`src/rtl/gray_pkg.sv`:
```
// Shared Gray-code helpers and end-of-range mode encodings for the Gray counter
// family and its downstream decode stage.
package gray_pkg;

    localparam int MAX_WIDTH     = 16;
    localparam int MODE_SATURATE = 0;
    localparam int MODE_WRAP     = 1;

    // Values narrower than MAX_WIDTH are passed zero-extended; the result is then
    // valid in the low bits because the zero top bits contribute nothing.
    function automatic logic [MAX_WIDTH-1:0] bin2gray(input logic [MAX_WIDTH-1:0] bin);
        return bin ^ (bin >> 1);
    endfunction

    function automatic logic [MAX_WIDTH-1:0] gray2bin(input logic [MAX_WIDTH-1:0] gray);
        logic [MAX_WIDTH-1:0] bin;
        bin[MAX_WIDTH-1] = gray[MAX_WIDTH-1];
        for (int i = MAX_WIDTH - 2; i >= 0; i--) begin
            bin[i] = bin[i+1] ^ gray[i];
        end
        return bin;
    endfunction

endpackage

```
`src/rtl/gray_counter_bin2gray_comb.sv`:
```
// Purely combinational binary-to-Gray conversion, one XOR per bit below the MSB.
module bin2gray_comb #(
    parameter int WIDTH = 4
) (
    input  logic [WIDTH-1:0] bin,
    output logic [WIDTH-1:0] gray
);

    assign gray[WIDTH-1] = bin[WIDTH-1];

    generate
        for (genvar gi = 0; gi < WIDTH - 1; gi++) begin : g_bit
            assign gray[gi] = bin[gi] ^ bin[gi+1];
        end
    endgenerate

endmodule

```
`src/rtl/gray_counter.sv`:
```
// Up/down binary counter with registered Gray-coded output, binary load,
// wrap-or-saturate range ends and a registered terminal-count pulse.
module gray_counter
    import gray_pkg::*;
#(
    parameter int WIDTH = 4,
    parameter int WRAP  = 1
) (
    input  logic             clk,
    input  logic             rst,
    input  logic             en,
    input  logic             up,
    input  logic             load,
    input  logic [WIDTH-1:0] load_val,
    output logic [WIDTH-1:0] gray_out,
    output logic             tc
);

    logic [WIDTH-1:0] cnt_q;
    logic [WIDTH-1:0] cnt_d;
    logic [WIDTH-1:0] gray_q;
    logic [WIDTH-1:0] gray_d;
    logic             tc_q;
    logic             tc_d;
    logic             at_max;
    logic             at_min;
    logic             boundary;

    assign at_max   = (cnt_q == {WIDTH{1'b1}});
    assign at_min   = (cnt_q == '0);
    assign boundary = en && ((up && at_max) || (!up && at_min));

    always_comb begin
        cnt_d = cnt_q;
        tc_d  = 1'b0;
        if (load) begin
            cnt_d = load_val;
        end else if (en) begin
            if (boundary) begin
                tc_d = 1'b1;
                if (WRAP == MODE_WRAP) begin
                    cnt_d = up ? '0 : {WIDTH{1'b1}};
                end
            end else begin
                cnt_d = up ? cnt_q + WIDTH'(1) : cnt_q - WIDTH'(1);
            end
        end
    end

    // Gray is derived from the next count so both registers update on the same edge.
    bin2gray_comb #(
        .WIDTH(WIDTH)
    ) u_bin2gray (
        .bin  (cnt_d),
        .gray (gray_d)
    );

    always_ff @(posedge clk) begin
        if (rst) begin
            cnt_q  <= '0;
            gray_q <= '0;
            tc_q   <= 1'b0;
        end else begin
            cnt_q  <= cnt_d;
            gray_q <= gray_d;
            tc_q   <= tc_d;
        end
    end

    assign gray_out = gray_q;
    assign tc       = tc_q;

endmodule

```
`config.mk`:
```
export PLATFORM = sky130hd
export DESIGN_NAME = gray_counter
export DESIGN_NICKNAME = d
export VERILOG_FILES = /design/src/rtl/gray_pkg.sv /design/src/rtl/gray_counter_bin2gray_comb.sv /design/src/rtl/gray_counter.sv
export SDC_FILE = /design/constraint.sdc
export NUM_CORES = 1
export LEC_CHECK = 0
export CAP_MARGIN = 20
export CORE_MARGIN = 1
export CORE_UTILIZATION = 35
export DETAILED_ROUTE_END_ITERATION = 16
export PLACE_DENSITY = 0.6
export SLEW_MARGIN = 20
export SYNTH_ARGS = -nofsm -noshare
export SYNTH_HDL_FRONTEND = slang
export SYNTH_SLANG_ARGS = --single-unit
```
`constraint.sdc`:
```
create_clock -name clk -period 2.2 [get_ports clk]
set_input_delay 0.33 -clock clk [delete_from_list [all_inputs] [get_ports clk]]
set_output_delay 0.33 -clock clk [all_outputs]
set_load 0.05 [all_outputs]
```
* Yosys cells after proc, flatten, opt, wreduce, memory -nomap -nowiden
Cells that the tools add are included.
Storage, ports and cells: register bits after elaboration 9, output and inout port bits 5, word-level logic and storage cells 23, input bits 9
Cells by class: equal/unequal tests 1, add/sub/neg operators 2, multiplexer cells 6, reduce and logical (&&, ||, !) cells 7, bitwise gates (word level) 4
Operators by type and width (count):
- 4-bit two-way mux | 5
- 4-bit by 1-bit adder with 4-bit output (second input constant) | 1
- 4-bit equality test (second input constant) | 1
- 4-bit zero test | 1
- 4-bit by 1-bit subtractor with 4-bit output (second input constant) | 1
- 1-bit logical AND | 3
- 3-bit OR reduction | 1
- 1-bit XOR | 3
- 1-bit zero test | 1
- 1-bit logical OR | 1
- 1-bit two-way mux | 1
- 1-bit NOT | 1

* Longest topological paths before layout
Gate-level depths: netlist of the first run.
depth in word-level cells 8, depth in mapped cells 8, mapped depth without buffers 8

* Hierarchy
A second synthesis of the first run with hierarchy kept.
Second synthesis, totals: cells, all modules 57, area, all modules 520.5 sq um
By module, submodules not included:
- gray_counter | area an instance 486.7 sq um, cells an instance 53, times used 1, sequential area each 180.2 sq um
- bin2gray_comb | area an instance 33.8 sq um, cells an instance 4, times used 1, sequential area each 0.0 sq um

* Worst setup path after synthesis of the first run
No wires, ideal clock.
path kind in2reg, start in up, end reg gray_q[2] (netlist: gray_out[2]), required time 2076 ps, arrival time 1506 ps, cell stages on the path 8, path buffers 0, setup slack 570 ps, setup time 124 ps, cell sequence inv_1 -> ha_1 -> a21o_1 -> a21oi_1 -> xnor2_1 -> a41oi_1 -> xor2_1 -> nor2_1
Between the ends: cells in the longest elaborated chain, start to end 8, elaborated cells between the ends (all ways) 11, those cells by class mux: 5; bitwise: 1; reduce/logical: 5
Ends and longest elaborated chain:
- start: declaration | line gray_counter.sv:12 | input logic up,
- 1-bit zero test | line gray_counter.sv:31 | assign boundary = en && ((up && at_max) || (!up && at_min));
- 1-bit logical AND | line gray_counter.sv:31
- 1-bit logical OR | line gray_counter.sv:31
- 1-bit logical AND | line gray_counter.sv:31
- 4-bit two-way mux * | line gray_counter.sv:39 | if (boundary) begin
- 4-bit two-way mux * | line gray_counter.sv:38 | end else if (en) begin
- 4-bit two-way mux * | line gray_counter.sv:36 | if (load) begin
- 1-bit XOR * | line gray_counter_bin2gray_comb.sv:13 | assign gray[gi] = bin[gi] ^ bin[gi+1];
- end signal: assignment | line gray_counter.sv:65 | gray_q <= gray_d;
- end: declaration | line gray_counter.sv:21 | logic [WIDTH-1:0] gray_q;
Mark *: on every way between the ends. The rest lies on a longest branch, timed or not. A chain may end at the register's enable or synchronous reset.

* Worst setup path in the final report of the first run
Ends and elaborated chain as after synthesis.

==> impl_metrics.tcl, run 1 <==
set metrics [dict create \
    status "finished, final reports clean" \
    vdd_ir_drop_max_uv 417.5 \
    cp-startpoint "up" \
    yosys.area.top_type_share_pct 32.24 \
    cpPeakStageDelay_ns 0.48 \
    holdWs_ns 0.7336 \
    max_slew_margin_pct 67.38 \
    place_hpwl_um 700.8 \
    syn_nets 64 \
    cts_buffers 3 \
    die_width_um 39.67 \
    p_leak_uw 0.0002802 \
    syn_inst 52 \
    finish.utilization_pct 50.71 \
    first_pass_iters 4 \
    hold_buffers 0 \
    rows 13 \
    wl_per_cell_um 10.88 \
    min_delay_path_depth 3 \
    regArea_um2 160.2 \
    grt_util_all_layers_pct 13.71 \
    drc_errors 0 \
    antenna_found_initial 0 \
    r2r_setup_slack_ns 0.39 \
    hp-class "primary input to flip-flop" \
    arrival_ns 2.12 \
    clkLatencyLatePin_ns 0.25 \
    worstSetupEndpointType "flip-flop" \
    io_buffers 13 \
    synth_edf_count 0 \
    power_density_nw_per_um2 683.0 \
    cts_sinks 8 \
    rsz0062_at_grt "no" \
    finalHoldViolations 0 \
    crit_path_top_delay_cell "clkdlybuf4s50_1" \
    grt-ovfl-total 0 \
    dr_total_vias 406 \
    cap_violations 0 \
    max-clock-path-buffers 2 \
    fmax_mhz 501.2 \
    critPathLaunchType "primary input" \
    drive_gt1_share_pct 14.93 \
    syn_area_um2 496.7 \
    period_share_pct 90.69 \
    critPathKind "primary input to flip-flop" \
    cts.clk_slew.worst_paths_ns 0.05 \
    grt_pass1_wl_mm 1.380 \
    die-area_um2 1574 \
    cts_tree "done" \
    cts_setup_buffers 0 \
    clock_skew_ns 0.0007311 \
    ios 14 \
    gp_congestion 0.6999 \
    initial_core_util_pct 37.70 \
    syn_to_final_growth_pct 34.51 \
    yosysTopAreaCell "dfxtp_1" \
    drtIter0Drc 10 \
    core_area_um2 1318 \
    ys_top_cells_by_area "dfxtp_1 (32%), xnor2_1 (7.1%), nor2_1 (6.0%), xor2_1 (5.3%), ha_1 (5.0%)" \
    cts-resized-gates 0 \
    postRouteAntennaNets 0 \
    hold_path_startpoint "load_val[0]" \
    yosys_warnings 0 \
    final_max_slew_viol_count 0 \
    fillerInstances 120 \
    synth_common_cells "dfxtp_1 (8), nor2_1 (8), a21oi_1 (4), xnor2_1 (4)" \
    final_nets 81 \
    routed_wl_um 892 \
    ff2ff_path_depth 7 \
    cp.required_ns 2.33 \
    finalWorstSetupSlack_ns 0.2048 \
    num_antenna_cells 0 \
    final.setup.tns_ns 0 \
    ys_ff_latch 8 \
    ys_types 26 \
    rr_startpoint "cnt_q[1]" \
    ys_seq_area_share_pct 32.24 \
    clockRootBuffer "clkbuf_4" \
    die_h_um 39.67 \
    path_max_fanout 3 \
    multi_input_area_um2 310.3 \
    fin_crit_ns 1.995 \
    finalSetupViolations 0 \
    syn_avg_cell_area_um2 9.552 \
    h-tree-depth 1 \
    path_cells "clkdlybuf4s50_1, inv_1, ha_1, a21o_1, a21oi_1, xnor2_1, a41oi_1, xor2_1, nor2_1" \
    tightest_slew_ns 0.4878 \
    routed_via_density 4.951 \
    ys_async_sr_fraction_pct 0 \
    first_global_vias 334 \
    place_ws_ns -0.06187 \
    ys.flop_type "dfxtp_1" \
    grt_max_degree 9 \
]
-- registers in the layout, summed over array words and instances (netlist names) --
register / flops
cnt_q: 4
gray_out: 3
tc: 1
-- stage by stage --
| step | total power [uW] | instances | area, um2 |
|---|---|---|---|
| finish | 456.4 | 82 | 668.1 |
| global route | 485.9 | 82 | 668.1 |
| CTS | 463.3 | 82 | 668.1 |
| detailed placement | 353.3 | 79 | 645.6 |
| global placement | 349.8 | 79 | 645.6 |
| floorplan | 299.3 | 52 | 496.7 |
-- cells in the final DEF (no fill, tap or decap) --
cell / instances
a31oi_1: 1
nor4_4: 1
a41oi_1: 1
and3_4: 1
fa_1: 1
ha_1: 2
and3_1: 1
inv_1: 3
dfxtp_1: 8
a21oi_1: 4
nand2_1: 2
buf_4: 2
and4_1: 1
clkdlybuf4s50_1: 13
xor2_1: 3
nor4_1: 1
nor2_1: 8
nand3b_1: 1
clkbuf_4: 3
mux2i_2: 1
a21o_1: 1
mux2i_1: 1
o22ai_4: 1
xnor2_1: 4
o22ai_2: 1
nor2b_1: 1
-- power breakdown --
part | switching [uW] | internal (uW) | total [uW]
sequential | 15.4 | 161 | 177
clock | 45.2 | 62.1 | 107
combinational | 91.6 | 81.0 | 173
total | 152 | 304 | 456
-- cells by family after synthesis --
group | after synthesis | share of synthesized area (%)
AOI/OAI and AO/OA | 9 | 15.11
and+or+nand+nor | 17 | 21.16
buffers and inverters | 6 | 5.289
muxes | 2 | 4.785
adders and majority gates | 3 | 9.067
DFF | 8 | 32.24
xor gates and xnor gates | 7 | 12.34
-- final timing paths --
path / end
setup / recovery: gray_out[2]
hold / removal: cnt_q[0]
setup reg to reg: gray_out[2]
hold reg to reg: tc
-- cell type report --
type | count | share of cell area (%)
Multi-Input combinational cell | 38 | 46.44
Tap cell | 15 | 2.809
Inverter | 3 | 1.685
Sequential cell | 8 | 23.97
Clock buffer | 3 | 3.371
Timing Repair Buffer | 15 | 21.72
-- layer usage --
| metal | vias up | track usage (%) | share of wire (%) |
|---|---|---|---|
| met1 | 185 | 16.21 | 50 |
| li1 | 209 | - | - |
| met4 | 0 | 0 | 0 |
| met3 | 0 | 8.523 | 4.5 |
| met5 | - | 0 | 0 |
| met2 | 12 | 22.13 | 45 |
-- critical path: cells and delay by family --
| family | cells | cell delay [ns] |
|---|---|---|
| compound gates | 3 | 0.61 |
| xor+xnor | 2 | 0.27 |
| fa+ha+maj | 1 | 0.30 |
| buf+inv | 2 | 0.57 |
| simple gates | 1 | 0.05 |
Power figures use the tool's default switching activity.
==> run 2: changes to the inputs <==
--- a/config.mk
+++ b/config.mk
@@ -9,7 +9,7 @@
 export CORE_MARGIN = 1
 export CORE_UTILIZATION = 35
 export DETAILED_ROUTE_END_ITERATION = 16
-export PLACE_DENSITY = 0.6
+export PLACE_DENSITY = 0.62
 export SLEW_MARGIN = 20
 export SYNTH_ARGS = -nofsm -noshare
 export SYNTH_HDL_FRONTEND = slang
==> constraint.sdc (replaced) <==
create_clock -name clk -period 1.7 [get_ports clk]
set_input_delay 0.255 -clock clk [delete_from_list [all_inputs] [get_ports clk]]
set_output_delay 0.255 -clock clk [all_outputs]
set_load 0.05 [all_outputs]
==> run 2 against run 1 <==
Clock-buffer cell count unchanged. Critical path type is now flip-flop to flip-flop. Routed wire length is 4.0% higher. Flip-flop and latch count unchanged. Final cell count increased by 7.3%. Combinational power up 41%. Design area increased by 8.1%. Die area unchanged. Largest power group is now combinational logic. First-iteration DRC count shrank 20%. Via count is 3.7% higher. Worst setup slack got worse by 0.13 ns.
==> impl_metrics.tcl, run 2 (synthesized netlist as in run 1, its figures left out) <==
set metrics [dict create \
    initial_core_util_pct 37.70 \
    h-tree-depth 1 \
    p_leak_uw 0.0003125 \
    grt_pass1_wl_mm 1.538 \
    cap_violations 0 \
    max-clock-path-buffers 2 \
    num_antenna_cells 0 \
    cp-startpoint "cnt_q[0]" \
    antenna_found_initial 0 \
    wl_per_cell_um 10.55 \
    multi_input_area_um2 324.1 \
    first_global_vias 371 \
    die-area_um2 1574 \
    dr_total_vias 421 \
    first_pass_iters 3 \
    finalSetupViolations 0 \
    power_density_nw_per_um2 848.5 \
    largest_reg_flops 4 \
    drtIter0Drc 8 \
    die_h_um 39.67 \
    final_nets 87 \
    arrival_ns 1.76 \
    seqPwrFrac_pct 36.8 \
    vdd_ir_drop_max_uv 433.6 \
    io_buffers 13 \
    cpPeakStageDelay_ns 0.49 \
    cts_setup_buffers 0 \
    placed_cells 85 \
    fin_crit_ns 1.624 \
    fin_cells 88 \
    regArea_um2 161.4 \
    tightest_slew_ns 0.4903 \
    cts_tree "done" \
    clockRootBuffer "clkbuf_4" \
    drive_gt1_share_pct 31.51 \
    gp_congestion 0.7755 \
    max_slew_margin_pct 67.21 \
    placedInstanceArea_um2 685.7 \
    fillerInstances 127 \
    finalHoldViolations 0 \
    ios 14 \
    critPathKind "flip-flop to flip-flop" \
    die_width_um 39.67 \
    hp-class "primary input to flip-flop" \
    status "finished, final reports clean" \
    rsz0062_at_grt "no" \
    drc_errors 0 \
    grt-ovfl-total 0 \
    crit_path_top_delay_cell "dfxtp_1" \
    switching_power_uw 207.1 \
    crit_buf_inv 0 \
    routed_wl_um 928 \
    critPathLaunchType "flip-flop" \
    period_share_pct 95.51 \
    p_int_uw 405.4 \
    cts_sinks 8 \
    hold_path_startpoint "load_val[0]" \
    syn_to_final_growth_pct 45.34 \
    crit_family "flip-flops" \
    grt_util_all_layers_pct 15.08 \
    place_hpwl_um 783.9 \
    p_clk_share_pct 23.5 \
    rows 13 \
    cts_buffers 3 \
    path_max_fanout 5 \
    cts.clk_slew.worst_paths_ns 0.05 \
    final_max_slew_viol_count 0 \
    fin_area_um2 721.9 \
    clkLatencyLatePin_ns 0.25 \
    routed_via_density 4.784 \
    core_area_um2 1318 \
    rr_startpoint "cnt_q[0]" \
    cp.required_ns 1.84 \
    combinationalPowerShare_pct 39.8 \
    clock_skew_ns 0.001303 \
    switching_share_pct 33.81 \
    grt_max_degree 9 \
    finish.utilization_pct 54.80 \
    postRouteAntennaNets 0 \
    regMostFlops "cnt_q" \
    place_ws_ns -0.4541 \
    path_cells "fa_2, and3_4, o22ai_4, xnor2_1, nor2_1" \
    finalWorstSetupSlack_ns 0.07632 \
    worstSetupEndpointType "flip-flop" \
    fmax_mhz 615.9 \
    final_cell_mix "clkdlybuf4s50_1 (10), buf_4 (10), nor2_1 (8), dfxtp_1 (7), xnor2_1 (4)" \
    hold_buffers 0 \
]
[run 2: what timing repair did]
item                                    CTS  global route
gates resized for setup                   5             1
endpoints found under the setup margin    5             3
pin swaps                                 5             0
[run 2: cell type report]
type | instances | area share [%]
clock buffer | 3 | 3.120
inverter | 3 | 1.560
multi-input combinational | 38 | 44.89
timing repair buffer | 21 | 25.48
tap | 15 | 2.600
sequential | 8 | 22.36
[run 2: power by group through the flow]
stage,sequential (uW),clock (uW),combinational [uW]
after floorplan,270,0,117
after global placement,228,0,238
after detailed placement,229,0,239
after CTS,225,148,246
final,225,144,244
after global routing,228,159,265
[run 2: path summary, 6_finish.rpt]
kind | endpoint | slack [ns] | cells after the start
max | gray_out[0] | 0.08 | 5
min | cnt_q[0] | 0.66 | 3
max reg2reg | gray_out[0] | 0.08 | 5
min reg2reg | cnt_q[1] | 0.73 | 4
[run 2: per-stage QoR]
step,hold WS [ns],power (uW),setup TNS (ns)
final,0.6578,612.5,0
after global routing,0.6870,651.9,0
after floorplan,0.3337,387.3,0
after global placement,0.7064,466.5,-1.800
after detailed placement,0.7058,467.2,-1.921
after CTS,0.6548,619.0,0
[run 2: per-layer routing]
layer | vias to the layer above | part of all wire (%) | GRT usage (%)
met1 | 188 | 48 | 17.41
met5 | - | 0 | 0
met3 | 0 | 5.8 | 10.23
met4 | 0 | 0 | 0
li1 | 220 | - | -
met2 | 13 | 46 | 24.18
[run 2: tightest hold or removal path: stages]
cell and delay [ns]:
clkdlybuf4s50_1 0.45, a21oi_1 0.09, nor2_1 0.08
==> run 3: changes to the inputs <==
--- a/config.mk
+++ b/config.mk
@@ -10,6 +10,7 @@
 export CORE_UTILIZATION = 35
 export DETAILED_ROUTE_END_ITERATION = 16
 export PLACE_DENSITY = 0.62
+export SETUP_SLACK_MARGIN = 0.1
 export SLEW_MARGIN = 20
 export SYNTH_ARGS = -nofsm -noshare
 export SYNTH_HDL_FRONTEND = slang
==> run 3 against run 2 <==
Clock skew decreased by 0.00090 ns. Non-clock buffer count stayed put. Design area up 3.3%. Sequential share of layout area down 0.38 points. Sequential power about the same.
==> impl_metrics.tcl, run 3 (synthesized netlist as in run 1, its figures left out) <==
set metrics [dict create \
    num_antenna_cells 0 \
    clockRootBuffer "clkbuf_4" \
    placed_cells 84 \
    grt_max_degree 9 \
    finalHoldViolations 0 \
    cts_buffers 3 \
    postRouteAntennaNets 0 \
    cpPeakStageDelay_ns 0.33 \
    die_width_um 39.67 \
    critPathKind "flip-flop to flip-flop" \
    cts_sinks 8 \
    drive_gt1_share_pct 35.62 \
    cp.required_ns 1.84 \
    power_density_nw_per_um2 841.1 \
    regMostFlops "cnt_q" \
    path_cells "ha_1, a21o_1, a21oi_2, xnor2_1, a41oi_2, xor2_1, nor2_1" \
    clock_skew_ns 0.0004062 \
    final_cell_mix "buf_4 (9), nor2_1 (8), clkdlybuf4s50_1 (7), dfxtp_1 (5)" \
    max-clock-path-buffers 2 \
    finish.utilization_pct 56.60 \
    h-tree-depth 1 \
    rsz0062_at_grt "yes" \
    crit_family "compound AO/OA/AOI/OAI gates" \
    worstSetupEndpointType "flip-flop" \
    fin_crit_ns 1.544 \
    final_common_cell "buf_4" \
    hold_path_startpoint "load_val[0]" \
    period_share_pct 90.84 \
    core_area_um2 1318 \
    final_max_slew_viol_count 0 \
    crit_path_top_delay_cell "dfxtp_2" \
    grt-ovfl-total 0 \
    tightest_slew_ns 0.4813 \
    critPathLaunchType "flip-flop" \
    initial_core_util_pct 37.70 \
    use_met2_pct 24.18 \
    routed_via_density 4.852 \
    routed_wl_mm 1.037 \
    antenna_found_initial 0 \
    status "finished, final reports clean" \
    ios 14 \
    drtIter0Drc 5 \
    cp-startpoint "cnt_q[1]" \
    arrival_ns 1.68 \
    busiest_layer "met2" \
    clkLatencyLatePin_ns 0.25 \
    largest_reg_flops 4 \
    rows 13 \
    drc_errors 0 \
    hp-class "primary input to flip-flop" \
    vdd_ir_drop_max_uv 576.6 \
    rr_startpoint "cnt_q[1]" \
    fin_cells 88 \
    io_buffers 13 \
    gp_congestion 0.7391 \
    first_global_vias 362 \
    cts_tree "done" \
    grt_use_met3_pct 10.23 \
    p_leak_uw 0.0003238 \
    final.setup.tns_ns 0 \
    grt_pass1_wl_mm 1.483 \
    fmax_mhz 647.5 \
    die_h_um 39.67 \
    grt_util_all_layers_pct 15.45 \
    syn_to_final_growth_pct 50.13 \
    grt_util_met1_pct 16.44 \
    first_pass_iters 3 \
    wl_per_cell_um 11.78 \
    final_nets 87 \
    die-area_um2 1574 \
    max_slew_margin_pct 68.04 \
    cts.clk_slew.worst_paths_ns 0.05 \
    finalSetupViolations 0 \
    path_max_fanout 3 \
    fillerInstances 119 \
    cap_violations 0 \
    crit_buf_inv 0 \
    place_hpwl_um 737.2 \
    dr_total_vias 427 \
]
run 3: per-stage QoR:
| step | hold slack (ns) | worst slack, ns | cell area, um2 | power (uW) |
|---|---|---|---|---|
| after floorplan | 0.3337 | 0.1327 | 498.0 | 387.9 |
| after global placement | 0.7070 | -0.4959 | 679.4 | 464.4 |
| after detailed placement | 0.7058 | -0.4754 | 679.4 | 465.6 |
| after CTS | 0.6571 | 0.1046 | 711.9 | 609.1 |
| after global routing | 0.6914 | 0.08743 | 745.7 | 669.2 |
| final | 0.6493 | 0.1557 | 745.7 | 627.2 |
run 3: worst paths after layout:
kind                            slack (ns)     endpoint  cells after the start
worst max register to register        0.16  gray_out[2]                      7
worst min register to register        0.75     cnt_q[0]                      4
worst max-delay path                  0.16  gray_out[2]                      7
worst min-delay path                  0.65     cnt_q[0]                      3
run 3: power by group:
group	internal (uW)	total, uW	switching (uW)
Clock	80.7	144	63.5
Sequential	210	225	14.8
Combinational	122	258	137
run 3: worst min-delay path: stages:
cell and delay (ns):
clkdlybuf4s50_1 0.45, a21oi_1 0.09, nor2_1 0.07
run 3: what timing repair did:
action / 4_1_cts / 5_1_grt
pin swaps: 4 / 3
setup endpoints to repair: 8 / 3
buffers inserted: 0 / 1
gates resized for setup: 9 / 5
hold buffers: 0 / 0
run 3: final cells by class:
type,count,area [um2],share of cell area [%]
multi-input combinational,38,345.3,46.31
inverter,3,11.26,1.510
timing repair buffer,21,183.9,24.66
tap,15,18.77,2.517
sequential,8,163.9,21.98
clock buffer,3,22.52,3.020
run 3: layer usage:
metal  routed length (um)  part of all wire (%)
met5                    0                     0
met4                    0                     0
met3                   59                   5.7
met2                  506                    49
met1                  472                    46
